<file path="src/rtl/ddr2_init_seq.sv">
`default_nettype none
// ============================================================================
// Module   : ddr2_init_seq
// Brief    : DDR2 SDRAM power-up initialisation sequencer. Walks the JEDEC
//            init steps (CKE wait, PRE-ALL, EMRS2/3/1, MRS with DLL reset,
//            PRE-ALL, 2x REF, MRS, OCD default/exit) and then holds in DONE.
// Revision : 1.0 - initial release
// ============================================================================
module ddr2_init_seq #(
  parameter int          T_INIT = 25000,
  parameter int          T_CKE  = 50,
  parameter int          T_RP   = 3,
  parameter int          T_MRD  = 2,
  parameter int          T_RFC  = 16,
  parameter logic [12:0] MR     = 13'h0432,
  parameter logic [12:0] EMR1   = 13'h0000
) (
  input  logic        clk,
  input  logic        rst,
  input  logic        init_req,
  output logic        cke,
  output logic [2:0]  cmd,
  output logic [1:0]  ba,
  output logic [12:0] a,
  output logic        busy,
  output logic        done
);

  localparam logic [2:0] CMD_NOP = 3'b111;
  localparam logic [2:0] CMD_PRE = 3'b010;
  localparam logic [2:0] CMD_REF = 3'b001;
  localparam logic [2:0] CMD_MRS = 3'b000;

  // Wait counter reload values (Tx-1 so the step occupies exactly Tx cycles)
  localparam logic [15:0] L_INIT = 16'(T_INIT - 1);
  localparam logic [15:0] L_CKE  = 16'(T_CKE - 1);
  localparam logic [15:0] L_RP   = 16'(T_RP - 1);
  localparam logic [15:0] L_MRD  = 16'(T_MRD - 1);
  localparam logic [15:0] L_RFC  = 16'(T_RFC - 1);

  typedef enum logic [3:0] {
    S0_WAIT_INIT = 4'd0,
    S1_CKE_ON    = 4'd1,
    S2_PRE       = 4'd2,
    S3_EMRS2     = 4'd3,
    S4_EMRS3     = 4'd4,
    S5_EMRS1     = 4'd5,
    S6_MRS_DLL   = 4'd6,
    S7_PRE       = 4'd7,
    S8_REF       = 4'd8,
    S9_REF       = 4'd9,
    S10_MRS      = 4'd10,
    S11_OCD_DEF  = 4'd11,
    S12_OCD_EXIT = 4'd12,
    S_DONE       = 4'd13
  } state_t;

  state_t      state, state_nx;
  logic [15:0] cnt, cnt_nx;
  logic        cke_nx, busy_nx, done_nx;
  logic [2:0]  cmd_nx;
  logic [1:0]  ba_nx;
  logic [12:0] a_nx;

  // Residency of each step, expressed as the counter reload value
  function automatic logic [15:0] load_of(input state_t s);
    case (s)
      S0_WAIT_INIT:        load_of = L_INIT;
      S1_CKE_ON:           load_of = L_CKE;
      S2_PRE, S7_PRE:      load_of = L_RP;
      S8_REF, S9_REF:      load_of = L_RFC;
      S_DONE:              load_of = 16'd0;
      default:             load_of = L_MRD;
    endcase
  endfunction

  // Next-state, counter and next-output logic; a command goes out only on step entry
  always_comb begin
    state_nx = state;
    cnt_nx   = cnt;
    cmd_nx   = CMD_NOP;
    ba_nx    = 2'd0;
    a_nx     = 13'd0;
    if (state == S_DONE) begin
      if (init_req) begin
        state_nx = S0_WAIT_INIT;
        cnt_nx   = L_INIT;
      end
    end else if (cnt == 16'd0) begin
      state_nx = state_t'(4'(state) + 4'd1);
      cnt_nx   = load_of(state_nx);
      case (state_nx)
        S2_PRE, S7_PRE: begin cmd_nx = CMD_PRE; a_nx = 13'h0400; end
        S3_EMRS2:       begin cmd_nx = CMD_MRS; ba_nx = 2'd2; end
        S4_EMRS3:       begin cmd_nx = CMD_MRS; ba_nx = 2'd3; end
        S5_EMRS1:       begin cmd_nx = CMD_MRS; ba_nx = 2'd1; a_nx = EMR1; end
        S6_MRS_DLL:     begin cmd_nx = CMD_MRS; a_nx = MR | 13'h0100; end
        S8_REF, S9_REF: begin cmd_nx = CMD_REF; end
        S10_MRS:        begin cmd_nx = CMD_MRS; a_nx = MR; end
        S11_OCD_DEF:    begin cmd_nx = CMD_MRS; ba_nx = 2'd1; a_nx = EMR1 | 13'h0380; end
        S12_OCD_EXIT:   begin cmd_nx = CMD_MRS; ba_nx = 2'd1; a_nx = EMR1; end
        default:        ;
      endcase
    end else begin
      cnt_nx = cnt - 16'd1;
    end
    cke_nx  = (state_nx != S0_WAIT_INIT);
    busy_nx = (state_nx != S_DONE);
    done_nx = (state_nx == S_DONE);
  end

  // State, counter and registered outputs; reset aborts any step immediately
  always_ff @(posedge clk) begin
    if (rst) begin
      state <= S0_WAIT_INIT;
      cnt   <= L_INIT;
      cke   <= 1'b0;
      cmd   <= CMD_NOP;
      ba    <= 2'd0;
      a     <= 13'd0;
      busy  <= 1'b1;
      done  <= 1'b0;
    end else begin
      state <= state_nx;
      cnt   <= cnt_nx;
      cke   <= cke_nx;
      cmd   <= cmd_nx;
      ba    <= ba_nx;
      a     <= a_nx;
      busy  <= busy_nx;
      done  <= done_nx;
    end
  end

endmodule
`default_nettype wire
</file>
<file path="config.mk">
export PLATFORM = sky130hd
export DESIGN_NAME = ddr2_init_seq
export DESIGN_NICKNAME = d
export VERILOG_FILES = /design/src/rtl/ddr2_init_seq.sv
export SDC_FILE = /design/constraint.sdc
export NUM_CORES = 1
export LEC_CHECK = 0
export CORE_ASPECT_RATIO = 0.9
export CORE_MARGIN = 2
export CORE_UTILIZATION = 28
export CTS_CLUSTER_DIAMETER = 200
export DETAILED_ROUTE_END_ITERATION = 8
export PLACE_DENSITY_LB_ADDON = 0.12
export SYNTH_ARGS = -nofsm -noshare
export SYNTH_HDL_FRONTEND = slang
export SYNTH_SLANG_ARGS = --single-unit
</file>
<file path="constraint.sdc">
create_clock -name clk -period 2.3 [get_ports clk]
set_input_delay 0.69 -clock clk [delete_from_list [all_inputs] [get_ports clk]]
set_output_delay 0.69 -clock clk [all_outputs]
set_load 0.005 [all_outputs]
</file>
==> impl_metrics.ini <==
[hold_path]
hold_class = reg2reg
min_path_cells = 2
hold_path_startpoint = cnt[3]

[detailed_routing]
vias = 1869
ant_nets = 0
route.detailed.drc = 0
routed_wl_um = 5480
vias_per_cell = 5.04
first_iter_violations = 125
wire_per_inst_um = 14.8
drtPass1Iterations = 4

[timing]
fin_skew_ns = 0.00254
fmax_mhz = 466
rsz0062_at_grt = no
setup_viol = 0
min_period_over_period = 0.933
slew_violations = 0
hold_viol = 0
max-slew-margin-rel = 0.661
fin_crit_ns = 2.15
worst_pin_slew_ns = 0.505
finalSetupTns_ns = 0

[pwr]
p_leak_uw = 0.000850
ir_drop_v = 0.000208
p_per_area_nw_per_um2 = 439

[floorplanning]
core_um2 = 6620
initial_core_util = 0.293
rows = 28
fp.dieH_um = 82.9
dieArea_um2 = 7600
ios = 24
die_x_um = 91.7

[global_route]
antenna_found_initial = 0
grt-ovfl-total = 0
grt_usage = 0.151
first_global_vias = 1792
grt_pass1_wl_um = 9300
grt_max_degree = 18

[placement]
numPortBuffers = 17
place.gp.congestion = 0.839
hpwl_um = 4000

[logic_synthesis]
netlist_area_um2 = 1940
synth_common_cells = dfxtp_1, nand2_1, nor2_1
syn_inst = 250
ys_async_sr_fraction = 0
ys.flop_type = dfxtp_1
synth_edf_count = 0
synth.distinct_cells = 50
synth.largest_area_cell = dfxtp_1
yosys-top-cells-area = dfxtp_1, a21oi_1, nand2_1
yosysWarnings = 0
synth-seq-area-share = 0.331
ys_ff_latch = 32
synth_top_area_frac = 0.331
synth_most_common_cell = dfxtp_1
avgSynthCellArea_um2 = 7.75

[clocking]
hold_buffers = 0
cts.reportedPaths.clkPinSlew_ns = 0.07
cts_buffers = 5
cts_setup_buffers = 0
cts_tree = built
cts_root_buf = clkbuf_8
htree_num_levels = 2
clkLatencyLatePin_ns = 0.28
ctsLongestPathBuffers = 2
cts.sinks = 32

[job]
maxCapViolCount = 0

[setup_path]
worstSetupPathType = reg2reg
cp-end-kind = flip-flop
r2r_slack_ns = 0.15
critical_path.reg2reg.endpoint = ba[1]
cp-endpoint = ba[1]
path_max_fanout = 7
crit_start = cnt[3]
r2r-start = cnt[3]
worstRegToRegCells = 6
cp.arrival_ns = 2.35
cp-start-kind = flip-flop
required_ns = 2.51

[outcome]
status = complete, no violations

[cells_and_area]
regArea_um2 = 642
layout-drive-gt1-share = 0.157
multiInputGateArea_um2 = 1170
fill_cells = 704
syn_to_final_growth_pct = 24.8
fin_nets = 289
final_util = 0.365
antenna_cells = 0
==> flip-flops by register name (all words and copies together), names as in the netlist <==
name   count
done       1
cmd        3
ba         2
cnt       16
state      4
cke        1
a          4
busy       1
==> timing repair <==
| item | 4_1_cts | 5_1_grt |
|---|---|---|
| endpoints found under the hold margin | 0 | 0 |
| setup endpoints to repair | 0 | 6 |
| resized for setup | 0 | 3 |
==> cell usage in the layout (no fill, tap or decap), types with 2 or more instances in the layout <==
cell type         n
a31oi_1           4
a221o_1           2
clkbuf_8          6
xor2_1            3
nor4_1            4
conb_1            6
clkdlybuf4s50_1  17
a311oi_1          2
and3_1            4
a211oi_1          5
ha_1              6
or3_1             8
nand3b_1          3
nand3_1          15
a21oi_1          20
dfxtp_1          31
or4_1             2
nor3_1           11
a31o_2            2
buf_4            28
o21ai_0          12
a22oi_1           2
xnor2_1           4
nand2_1          23
clkbuf_1          2
o21bai_1          4
nor3b_1           2
inv_1             6
nor2_1           21
nand2b_1          2
==> critical path, stage by stage (launching register included) <==
cell and delay [ns]:
dfxtp_1 0.33, or3_1 0.41, nor4_4 0.41, buf_4 0.22
nand2_1 0.06, or3_1 0.43, a211oi_2 0.21
==> worst min path at each step <==
stage / endpoint / slack (ns)
final: cnt[3] / 0.49
after global routing: cnt[11] / 0.55
after CTS: cnt[3] / 0.50
after detailed placement: cnt[3] / 0.49
after global placement: cnt[3] / 0.49
after floorplan: cnt[3] / 0.46
==> report_power, final <==
part	internal [µW]	switching, µW
registers	559	5.00
logic	18.5	25.9
clock network	244	208
total	821	239
==> metrics by stage <==
| step | hold WS (ns) | setup WS [ns] | total power, µW | instance area (µm²) | cells |
|---|---|---|---|---|---|
| after floorplan | 0.463 | 0.107 | 608 | 1960 | 255 |
| after global placement | 0.485 | 0.121 | 620 | 2320 | 363 |
| after detailed placement | 0.487 | 0.126 | 620 | 2320 | 363 |
| after CTS | 0.496 | 0.101 | 1080 | 2410 | 371 |
| after global routing | 0.553 | 0.00610 | 1120 | 2420 | 371 |
| final | 0.494 | 0.154 | 1060 | 2420 | 371 |
==> area by class of cell <==
class                           instances  area share
Clock buffer                            8      0.0373
Inverter                                6     0.00932
Multi-Input combinational cell        190       0.484
Sequential cell                        32       0.266
Tap cell                               90      0.0466
Timing Repair Buffer                   45       0.157
==> kinds of logic after synthesis <==
kind of cell	Yosys count	synth area share
buffers and inverters	33	0.0833
other	1	0.00194
adders and majority gates	6	0.0388
xor gates and xnor gates	7	0.0317
muxes	2	0.0110
AOI/OAI and AO/OA	68	0.236
DFF	32	0.331
and+or+nand+nor	101	0.266
==> routing by layer <==
layer,global-route usage,vias to the layer above,routed length (µm)
met1,0.226,855,2800
met4,0.0455,0,59
li1,-,952,-
met3,0.0272,5,279
met2,0.217,57,2340
met5,0,-,0
(Power assumes the default switching activity.)
